File: src/rtl/dma_pkg.sv
// Shared widths and FSM state encoding for the memory copy/fill engine.
package dma_pkg;
    localparam int DMA_AW = 8;
    localparam int DMA_DW = 8;

    typedef enum logic [1:0] {IDLE, READ, WRITE, DONE} state_t;
endpackage

File: src/rtl/mem_copy_engine.sv
// Block copy engine driving a byte-wide memory with combinational read data.
// Define DMA_FILL_EN to add constant-fill mode (fill_mode / fill_value ports).
module mem_copy_engine
    import dma_pkg::*;
#(
    parameter int AW = DMA_AW,
    parameter int DW = DMA_DW
) (
    input  logic          CLK,
    input  logic          reset,
    input  logic          start,
    input  logic [AW-1:0] src,
    input  logic [AW-1:0] dst,
    input  logic [AW-1:0] len,
`ifdef DMA_FILL_EN
    input  logic          fill_mode,
    input  logic [DW-1:0] fill_value,
`endif
    output logic          busy,
    output logic          done,
    output logic [AW-1:0] DataAddress,
    output logic          ReadMem,
    output logic          WriteMem,
    output logic [DW-1:0] DataIn,
    input  logic [DW-1:0] DataOut
);

    state_t        state;
    logic [AW-1:0] i;
    logic [AW-1:0] i_next;
    logic [AW-1:0] src_r;
    logic [AW-1:0] dst_r;
    logic [AW-1:0] len_r;
    logic [DW-1:0] hold;
    logic          fill_r;
    logic          fill_req;
    logic [DW-1:0] fill_data;

`ifdef DMA_FILL_EN
    assign fill_req  = fill_mode;
    assign fill_data = fill_value;
`else
    assign fill_req  = 1'b0;
    assign fill_data = '0;
`endif

    assign i_next = i + AW'(1);

    // hold doubles as the write-data register; gating keeps the bus at 0 outside writes
    assign DataIn = WriteMem ? hold : '0;

    always_ff @(posedge CLK or posedge reset) begin
        if (reset) begin
            state       <= IDLE;
            i           <= '0;
            hold        <= '0;
            src_r       <= '0;
            dst_r       <= '0;
            len_r       <= '0;
            fill_r      <= 1'b0;
            busy        <= 1'b0;
            done        <= 1'b0;
            DataAddress <= '0;
            ReadMem     <= 1'b0;
            WriteMem    <= 1'b0;
        end else begin
            case (state)
                IDLE: begin
                    if (start) begin
                        src_r  <= src;
                        dst_r  <= dst;
                        len_r  <= len;
                        fill_r <= fill_req;
                        i      <= '0;
                        busy   <= 1'b1;
                        if (len == '0) begin
                            state <= DONE;
                            done  <= 1'b1;
                        end else if (fill_req) begin
                            state       <= WRITE;
                            WriteMem    <= 1'b1;
                            DataAddress <= dst;
                            hold        <= fill_data;
                        end else begin
                            state       <= READ;
                            ReadMem     <= 1'b1;
                            DataAddress <= src;
                        end
                    end
                end
                READ: begin
                    hold        <= DataOut;
                    ReadMem     <= 1'b0;
                    WriteMem    <= 1'b1;
                    DataAddress <= dst_r + i;
                    state       <= WRITE;
                end
                WRITE: begin
                    i <= i_next;
                    if (i_next == len_r) begin
                        state       <= DONE;
                        WriteMem    <= 1'b0;
                        DataAddress <= '0;
                        done        <= 1'b1;
                    end else if (fill_r) begin
                        // fill stays in WRITE, one byte per cycle, hold keeps the fill constant
                        DataAddress <= dst_r + i_next;
                    end else begin
                        state       <= READ;
                        WriteMem    <= 1'b0;
                        ReadMem     <= 1'b1;
                        DataAddress <= src_r + i_next;
                    end
                end
                DONE: begin
                    done  <= 1'b0;
                    busy  <= 1'b0;
                    state <= IDLE;
                end
                default: state <= IDLE;
            endcase
        end
    end

endmodule

File: config.mk
export PLATFORM = sky130hd
export DESIGN_NAME = mem_copy_engine
export DESIGN_NICKNAME = d
export VERILOG_FILES = /design/src/rtl/dma_pkg.sv /design/src/rtl/mem_copy_engine.sv
export SDC_FILE = /design/constraint.sdc
export NUM_CORES = 1
export LEC_CHECK = 0
export CAP_MARGIN = 10
export CORE_MARGIN = 5
export CORE_UTILIZATION = 54
export CTS_CLUSTER_DIAMETER = 200
export DETAILED_ROUTE_END_ITERATION = 16
export MAX_ROUTING_LAYER = met4
export PLACE_DENSITY = 0.88
export SKIP_CTS_REPAIR_TIMING = 1
export SYNTH_ARGS = -nofsm -noshare
export SYNTH_HDL_FRONTEND = slang
export SYNTH_SLANG_ARGS = --single-unit
File: constraint.sdc
create_clock -name CLK -period 2.73 [get_ports CLK]
set_input_delay 0.4095 -clock CLK [delete_from_list [all_inputs] [get_ports CLK]]
set_output_delay 0.4095 -clock CLK [all_outputs]
set_load 0.01 [all_outputs]
Word-level counts from Yosys, hierarchy flattened
Index checks and enable logic that the tools add are counted.

operators by class
  equal/unequal tests = 9
  $add $sub $neg = 3
  reduce and logical (&&, ||, !) cells = 13
  muxes and demuxes = 22

operators with widths
  kind                                                  count
  two-way mux 8 bit                                     5
  case mux 8 bit (3 select lines)                       1
  adder 8 bit                                           2
  case mux 8 bit (2 select lines)                       1
  != test 2 bit (second input constant)                 5
  adder 8 x 1 -> 8 bit (second input constant)          1
  equality test 8 bit                                   1
  logical NOT 8 bit                                     1
  case mux 2 bit (4 select lines)                       1
  AND reduction 4 bit                                   2
  two-way mux 1 bit                                     7
  two-way mux 2 bit                                     3
  case mux 1 bit (3 select lines)                       2
  AND reduction 2 bit                                   3
  nonzero test 2 bit                                    3
  nonzero test 3 bit                                    2
  equality test 2 bit (second input constant)           2
  case mux 1 bit (2 select lines)                       2
  AND reduction 3 bit                                   1
  equality test 2 x 1 -> 1 bit (second input constant)  1
  logical NOT 2 bit                                     1

storage, ports and cells
  flip-flop bits (word level) = 54
  input bits = 35

Logic depth before layout (Yosys ltp)
  depth in word-level cells = 4
  depth in mapped cells = 10
  mapped depth without buffers = 10

Worst setup path before layout
No wires, ideal clock.

  path type = reg2reg
  start = register i[1]
  end = register DataAddress[7]
  buffers on the path = 0
  setup slack = 0.425 ns
  data required time = 2.635 ns
  arrival time = 2.209 ns
  period minus slack after synthesis = 2.305 ns
  stages on the path, launching flop included = 11
  setup time = 0.095 ns
  path through = dfrtp_1 ha_1 nand3_1 xnor2_1 ha_1 nand3_1 o211ai_1 nor4_1 nor3_1 xnor2_1 o31ai_1

on the way
  longest elaborated chain between the ends = 4

RTL lines
  item                                                line                                            text
  start: declaration                                  mem_copy_engine.sv:29                           logic [AW-1:0] i;
  start signal: assignment                            mem_copy_engine.sv:99                           i <= i_next;
  adder 8 x 1 -> 8 bit                                mem_copy_engine.sv:47                           assign i_next = i + AW'(1);
  adder 8 bit or equality test 8 bit (tied branches)  mem_copy_engine.sv:112, mem_copy_engine.sv:100
  two-way mux 8 bit                                   mem_copy_engine.sv:100                          if (i_next == len_r) begin
  case mux 8 bit (3 select lines) *                   mem_copy_engine.sv:67                           case (state)
  end signal: assignment                              mem_copy_engine.sv:82                           DataAddress <= dst;
  end signal: assignment                              mem_copy_engine.sv:107                          DataAddress <= dst_r + i_next;
  end signal: assignment                              mem_copy_engine.sv:112                          DataAddress <= src_r + i_next;
  end: declaration                                    mem_copy_engine.sv:21                           output logic [AW-1:0] DataAddress,

Every way passes the cells marked *; elsewhere a longest branch is shown, timed or not.
A chain may end at the register's enable or synchronous reset.

Final worst setup path
Ends and elaborated chain as after synthesis.

==> impl_metrics.yaml <==
worst_setup_path:
  required_ns: 2.95
  critPathCaptureType: "flop"
  worstPathMaxFanout: 7
  setup.worst_path.class: "flop to flop"
  critPathLaunchType: "flop"
  cp.arrival_ns: 2.75
clocking:
  ctsLongestPathBuffers: 2
  clock-sinks: 54
  clk_latency_ns: 0.31
  cts-root-buf: "clkbuf_8"
  htree_levels: 2
  clkTransAtPathRegs_ns: 0.10
  cts_buffers: 5
  cts_tree: "done"
floorplanning:
  core_area_um2: 6277
  die_w_um: 89.93
  dieArea_um2: 8087
  ioPinCount: 55
  num_rows: 29
  initial_core_util: 0.5495
  die_y_um: 89.93
layout:
  drive_above_1_share: 0.1658
  multi_input_area_um2: 1934
  antenna_cells: 0
  fin_nets: 449
  synthToLayoutAreaGrowth_pct: 20.93
  regArea_um2: 1351
  fillers: 502
placed_design:
  dp_slack_ns: 0.2350
  portBuffers: 54
  gp_congestion: 0.9348
  dpl.hpwl_mm: 6.326
logic_synthesis:
  syn_nets: 393
  seq_area_frac_synth: 0.3917
  synth_compound_area_frac: 0.1400
  synthSimpleGateAreaFrac: 0.1222
  yosys.area.top_type_share: 0.3917
  ys.flop_type: "dfrtp_1"
  synth_cell_types: 47
  async_flop_share: 1.000
  avgSynthCellArea_um2: 10.30
  yosysWarnings: 0
  synth_area_um2: 3450
  synth_area_leaders: "dfrtp_1 (39%), mux2_2 (11%), ha_1 (7.6%)"
  yosys.area.top_type: "dfrtp_1"
  synthAdderAreaFrac: 0.08778
  synth_top_family_by_area: "compound AO/OA/AOI/OAI gates"
  synthMuxAreaShare: 0.1349
  synth_edf_count: 0
  synth-seq-cells: 54
  synth_xor_area_frac: 0.07581
  synthCells: 335
timing:
  final.setup_skew_ns: 0.01061
  worst-slew-pin-transition_ns: 0.6953
  tns_ns: 0
  slew_headroom: 0.5365
  finalWorstSetupSlack_ns: 0.1970
  max_freq_mhz: 394.8
  final_max_slew_viol_count: 0
  rsz0062_at_grt: "false"
  fin_crit_sh: 0.9278
  final-setup-viol-count: 0
  fin_crit_ns: 2.533
  hold_violations: 0
pwr:
  peakVddDrop_v: 0.0002829
  power_density_nw_per_um2: 328.8
  p_leak_nw: 1.937
global_routing:
  gr-total-overflow: 0
  met3_usage: 0.03589
  use_met2: 0.3567
  antenna_found_initial: 0
  gr-usage-all-layers: 0.2180
  top_usage_layer: "met2"
  grt_max_degree: 55
  use_met1: 0.2683
  grt_pass1_wl_mm: 14.15
  grt_pass1_vias: 2934
detailed_routing:
  drc: 0
  final_antenna_net_count: 0
  via_count: 2735
  wl_mm: 8.321
  wl_per_cell_um: 17.74
  via_per_inst: 5.832
  drt_iter0_drc: 184
  dr.pass1.iters: 5
hold_path:
  min_path_type: "flop to flop"
status:
  status: "finished, final reports clean"
run:
  cap_violations: 0
-- routing by layer --
| layer | vias up | wire length (um) |
|---|---|---|
| met2 | 108 | 4119 |
| met3 | 21 | 501 |
| met4 | 0 | 267 |
| li1 | 1287 | - |
| met1 | 1319 | 3432 |
| met5 | - | 0 |
-- logic make-up after synthesis --
| family | after synthesis |
|---|---|
| xor gates and xnor gates | 25 |
| buffers and inverters | 34 |
| muxes | 42 |
| AOI/OAI and AO/OA | 76 |
| adders and majority gates | 23 |
| and+or+nand+nor | 81 |
| DFF | 54 |
-- area by class of cell --
type / instances / area share
clock buffer: 7 / 0.02070
clock inverter: 1 / 0.001200
inverter: 16 / 0.01440
multi-input combinational: 247 / 0.4637
sequential: 54 / 0.3239
tap: 77 / 0.02310
timing repair buffer: 67 / 0.1530
-- critical path: stages (launching register included) --
cell and delay (ns):
dfrtp_1 0.52, ha_1 0.26, nand3_1 0.15, xnor2_1 0.16, ha_1 0.38, nand3_1 0.10, o211ai_1 0.20, nor4_1 0.08
nor3_1 0.23, xnor2_1 0.11, o31ai_1 0.24
-- cells in the mapped netlist, types with 3 or more instances --
library cell  count
nor2_1           15
o211ai_1          8
xor2_1            9
dfrtp_1          54
mux2i_1           6
buf_2             5
nand2_1          25
nand3_1           8
inv_1            16
nand2b_1          3
o31ai_1           8
mux2_2           35
clkbuf_1          8
o21ai_0          13
buf_6             3
nor3_1            7
nor4_1            3
xnor2_1          13
ha_1             21
a21o_1            6
and2_1            9
a21oi_1          28
-- registers in the layout (all words and copies together) (netlist names) --
signal       cells
DataAddress      8
i                8
state            2
hold             8
ReadMem          1
done             1
dst_r            8
src_r            8
WriteMem         1
busy             1
len_r            8
-- layout by cell type (no fill, tap or decap), types with 9 or more instances in the layout --
cell type / instances
and2_1: 9
xnor2_1: 13
o21ai_0: 13
inv_1: 15
clkdlybuf4s50_1: 54
xor2_1: 9
buf_4: 13
mux2_2: 35
dfrtp_1: 54
a21oi_1: 28
nor2_1: 15
nand2_1: 25
ha_1: 21
-- where the power goes --
part	switching (W)	internal, W	leakage [nW]
registers	0.00000254	0.000805	0.698
logic	0.0000367	0.0000626	1.19
clock network	0.000259	0.000205	0.0482
total	0.000298	0.00107	1.94
-- path summary, 6_finish.rpt --
check,from,endpoint,slack (ns),depth (start not counted)
setup / recovery,i[1],DataAddress[7],0.20,10
hold reg to reg,ReadMem,ReadMem,0.51,1
max in group asynchronous,reset,i[5],1.67,3
min in group asynchronous,reset,hold[3],0.59,3
setup reg to reg,i[1],DataAddress[7],0.20,10
hold / removal,ReadMem,ReadMem,0.51,1
-- per-stage QoR --
| stage | utilization | std cells | hold WS [ns] | area (um^2) | total power [W] |
|---|---|---|---|---|---|
| 6_report | 0.6645 | 469 | 0.5087 | 4172 | 0.001372 |
| 5_1_grt | 0.6645 | 469 | 0.5389 | 4172 | 0.001426 |
| 4_1_cts | 0.6645 | 469 | 0.5142 | 4172 | 0.001384 |
| 3_5_place_dp | 0.6500 | 461 | 0.4884 | 4080 | 0.0009246 |
| 3_3_place_gp | 0.6500 | 461 | 0.4827 | 4080 | 0.0009220 |
| 2_1_floorplan | - | 335 | 0.4721 | 3450 | 0.0008515 |
(Power assumes the default switching activity.)
==> RTL edit 1 (same flow settings) <==
`DMA_DW`: 8 -> 12.
--- a/src/rtl/dma_pkg.sv
+++ b/src/rtl/dma_pkg.sv
@@ -1,7 +1,7 @@
 // Shared widths and FSM state encoding for the memory copy/fill engine.
 package dma_pkg;
     localparam int DMA_AW = 8;
-    localparam int DMA_DW = 8;
+    localparam int DMA_DW = 12;
 
     typedef enum logic [1:0] {IDLE, READ, WRITE, DONE} state_t;
 endpackage
Ports: changed (resized DataIn and DataOut); port bits go from 55 to 63. The function was not compared with the original's and may differ.
==> RTL edit 1 against the original RTL <==
- critical endpoint is now done
- cell area rose by 7.1%
- final cell count is 6.0% higher
- wire length grew 0.26%
- area after synthesis grew 3.3%
- critical path type unchanged
- sequential share of layout area is 0.081 points higher
- global-route usage decreased by 0.39 points
- count of clock-buffer cells in the layout is 4 higher
- sequential cell count increased by 4
- worst hold slack worse by 21 ps
- worst setup slack improved by 4.5 ps
- non-clock buffer count increased by 4
Power is left out: it rests on default switching activity, and per cell area and clock period it moved more than threefold.
==> RTL edit 1: results (changes against the original RTL) <==
stage	metric	value	unit	change
status	outcome	complete, no violations		
floorplanning	die_w	91.2	µm	+1.4%
detailed_routing	dr.first_iter.drc_count	192		+4.3%
logic_synthesis	synth_commonest_cells	dfrtp_1, mux2_2, a21oi_1		
logic_synthesis	yosys-top-cells-area	dfrtp_1, mux2_2, ha_1		
logic_synthesis	yosysWarnings	0		unchanged
clock_network	cts_buffers	9		+4
place	dp_hpwl	6410	µm	+1.3%
place	place_congestion	0.889		-4.9%
logic_synthesis	synth_cell_types	47		unchanged
worst_setup_path	crit_fanout	4		-3
grt	grt_pass1_vias	3028		+3.2%
clock_network	htreeDepth	3		+1
detailed_routing	num_vias	2878		+5.2%
clock_network	cts_root_buffer	clkbuf_8		
worst_setup_path	worstRegToRegCells	8		-2
clock_network	clk_latency	330	ps	+20 ps
logic_synthesis	async_flop_share	100	%	unchanged
detailed_routing	first_pass_iters	5		unchanged
logic_synthesis	synth_compound_area_share	14.2	%	+0.19 points
logic_synthesis	synth-edff-count	0		unchanged
clock_network	clock_path_buffers	2		unchanged
detailed_routing	wirelength	8340	µm	+0.26%
logic_synthesis	syn-num-nets	412		+4.8%
grt	grt_pass1_wl	14100	µm	-0.64%
cells_and_area	nets	478		+6.5%
cells_and_area	drive_gt1_share	16.7	%	+0.085 points
grt	grt_max_degree	32		-42%
hold_path	hold_class	primary input to asynchronous set/reset pin		
cells_and_area	fill_cells	468		-6.8%
cells_and_area	antennaDiodeCount	0		unchanged
logic_synthesis	seq_area_frac_synth	40.7	%	+1.6 points
place	port-buffer-count	62		+15%
logic_synthesis	synth_mux_area_share	12.8	%	-0.67 points
sta	setup_viol	0		unchanged
sta	finClkSkew	9.11	ps	-1.50 ps
clock_network	clk_pin_slew	60	ps	-40 ps
worst_setup_path	worstPathArrival	2780	ps	+30 ps
grt	track_usage	21.4	%	-0.39 points
sta	finalHoldViolations	0		unchanged
sta	tightest_slew	794	ps	+99.0 ps
cells_and_area	largest_reg_flops	12		
logic_synthesis	yosys.area_share.adder	8.50	%	-0.28 points
cells_and_area	largest_register	hold		
logic_synthesis	synth-xor-area-share	6.53	%	-1.0 points
grt	antenna_found_initial	0		unchanged
-- RTL edit 1: logic make-up (layout without fill, tap and decap cells) --
family          count (synthesis)  in the layout
simple gates                   90             90
compound gates                 78             78
flops                          58             58
mux                            41             41
buf+inv                        36            106
xor+xnor                       24             24
fa+ha+maj                      23             23
-- RTL edit 1: final timing paths --
| check | from | to | slack (ps) |
|---|---|---|---|
| max | i[1] | done | 200 |
| max in group asynchronous | reset | DataAddress[1] | 1670 |
| min | reset | hold[8] | 490 |
| max reg2reg | i[1] | done | 200 |
| min in group CLK | hold[1] | hold[1] | 500 |
| min reg2reg | hold[1] | hold[1] | 500 |
-- RTL edit 1: worst max-delay path, cell delays in order, from the launching register on --
cell and delay, ps:
dfrtp_1 360, ha_2 240, nand3_4 140, nor2_4 190, xor3_1 320, a211o_1 310, a211o_1 360, a221oi_2 320
mux2i_1 210
-- RTL edit 1: layout make-up --
type / count / share of cell area (%)
Multi-Input combinational cell: 256 / 44.6
Sequential cell: 58 / 32.5
Timing Repair Buffer: 71 / 15.7
Clock buffer: 11 / 2.94
Tap cell: 77 / 2.16
Inverter: 20 / 1.68
Clock inverter: 4 / 0.448
-- RTL edit 1: per-layer routing --
metal,global-route usage [%],wire (µm),share of wire (%),up-vias
li1,-,-,-,1364
met1,26.4,3600,43,1387
met2,34.3,4100,49,112
met3,4.55,497,6.0,15
met4,8.56,147,1.8,0
met5,-,0,0,-
-- RTL edit 1: per-stage QoR --
stage	util, %	cells	area [µm²]	setup slack (ps)
after floorplan	-	350	3560	221
after global routing	70.0	497	4470	56.1
after global placement	67.2	482	4290	213
after detailed placement	67.2	482	4290	148
after CTS	69.6	497	4440	131
final	70.0	497	4470	201
==> RTL edit 2 (config.mk and constraints unchanged) <==
Without the edit above. Register the output `DataIn`; this adds one clock of latency there. The other outputs are not delayed to match.
--- a/src/rtl/mem_copy_engine.sv
+++ b/src/rtl/mem_copy_engine.sv
@@ -47,7 +47,9 @@
     assign i_next = i + AW'(1);
 
     // hold doubles as the write-data register; gating keeps the bus at 0 outside writes
-    assign DataIn = WriteMem ? hold : '0;
+    always_ff @(posedge CLK) begin
+        DataIn <= WriteMem ? hold : '0;
+    end
 
     always_ff @(posedge CLK or posedge reset) begin
         if (reset) begin
Formal check against the unedited RTL: not equivalent (Yosys sat finds a counterexample within 4 cycles, from zero or initial values and one cycle with reset high).
==> RTL edit 2 against the original RTL <==
- worst setup slack worse by 39 ps
- non-clock buffer count shrank 1
- wire length is 0.75% lower
- sequential share of layout area grew 1.9 points
- area after synthesis rose by 2.6%
- sequential cell count increased by 8
- final cell count up 2.6%
- count of clock-buffer cells in the layout rose by 4
- first-iteration DRC count fell by 15%
- cell area is 5.8% higher
- critical path type unchanged
- critical endpoint is now DataAddress[6]
Power is left out: it rests on default switching activity, and per cell area and clock period it moved more than threefold.
==> RTL edit 2: results (changes against the original RTL) <==
stage	metric	value	unit	change
logic_synthesis	syn-num-nets	393		unchanged
detailed_routing	dr.first_iter.drc_count	156		-15%
worst_setup_path	cp-startpoint	i[0]		
place	dp_hpwl	6150	µm	-2.7%
logic_synthesis	synth_commonest_cells	dfrtp_1, mux2_2, ha_1		
worst_setup_path	crit_fanout	7		unchanged
place	place_congestion	0.842		-9.9%
clock_network	cts_buffers	9		+4
logic_synthesis	seq_area_frac_synth	42.7	%	+3.5 points
hold_path	min_from	hold[6]		
detailed_routing	num_vias	2820		+3.1%
clock_network	clk_pin_slew	70	ps	-30 ps
cells_and_area	nets	457		+1.8%
worst_setup_path	max_stage_delay	400	ps	-120 ps
detailed_routing	first_pass_iters	9		+4
worst_setup_path	worstPathArrival	2810	ps	+60 ps
worst_setup_path	path_delay_family	compound AO/OA/AOI/OAI gates		
logic_synthesis	yosys-top-cells-area	dfrtp_1, mux2_2, ha_1		
grt	grt_pass1_wl	14200	µm	+0.53%
detailed_routing	drc	0		unchanged
detailed_routing	drtAntennaViolNets	0		unchanged
logic_synthesis	synth_cell_types	53		+13%
clock_network	cts_root_buffer	clkbuf_8		
grt	grt_pass1_vias	2946		+0.41%
logic_synthesis	synthFlopType	dfrtp_1		
cells_and_area	antennaDiodeCount	0		unchanged
status	outcome	complete, no violations		
place	dp_slack	205	ps	-29.8 ps
grt	track_usage	21.9	%	+0.10 points
clock_network	htreeDepth	3		+1
worst_setup_path	cpMaxStageDelayCell	fa_1		
detailed_routing	wirelength	8260	µm	-0.75%
logic_synthesis	yosysWarnings	0		unchanged
logic_synthesis	async_flop_share	87.1	%	-13 points
cells_and_area	drive_gt1_share	17.3	%	+0.75 points
grt	grt_max_degree	55		unchanged
hold_path	hold_class	flip-flop to flip-flop		
sta	finClkSkew	11.7	ps	+1.12 ps
clock_network	clock_path_buffers	2		unchanged
sta	tightest_slew	692	ps	-3.69 ps
place	port-buffer-count	54		unchanged
clock_network	clk_latency	350	ps	+40 ps
## RTL edit 2: logic make-up (layout without fill, tap and decap cells)
logic type	count (synthesis)	after routing	synth area share, %
and+or+nand+nor	88	88	13.0
AOI/OAI and AO/OA	70	70	13.2
DFF	62	62	42.7
muxes	38	38	11.9
buffers and inverters	29	98	3.57
xor gates and xnor gates	25	25	7.00
adders and majority gates	23	23	8.55
## RTL edit 2: path summary, 6_finish.rpt
check                                 end  slack (ps)  depth (start not counted)
setup / recovery           DataAddress[6]         160                          9
hold reg to reg                 DataIn[6]         480                          1
max in group asynchronous  DataAddress[5]        1690                          3
hold / removal                  DataIn[6]         480                          1
min in group asynchronous         hold[4]         550                          3
setup reg to reg           DataAddress[6]         160                          9
## RTL edit 2: metrics by stage
stage               area (µm²)  instances
detailed placement        4210        465
floorplan                 3540        335
finish                    4410        481
CTS                       4410        481
global placement          4210        465
global route              4410        481
## RTL edit 2: layout make-up
cell class	instances	area [µm²]
clock buffer	11	141
clock inverter	5	58.8
fill	468	1940
inverter	16	60.1
multi-input combinational	244	1900
sequential	62	1510
tap	77	96.3
timing repair buffer	66	643
## RTL edit 2: worst reg2reg max path, cell delays in order (launching register included)
cell and delay [ps]:
dfrtp_1 380, buf_4 170, ha_1 230, fa_1 400, a21o_1 180, a21oi_1 260
o21bai_1 140, mux2i_1 130, a2111o_1 380, a22o_1 200
## RTL edit 2: per-layer routing
| layer | vias up | GRT usage, % | share of wire (%) |
|---|---|---|---|
| met5 | - | - | 0 |
| met2 | 96 | 34.2 | 50 |
| li1 | 1321 | - | - |
| met3 | 24 | 3.72 | 6.0 |
| met1 | 1379 | 27.8 | 42 |
| met4 | 0 | 10.4 | 2.6 |
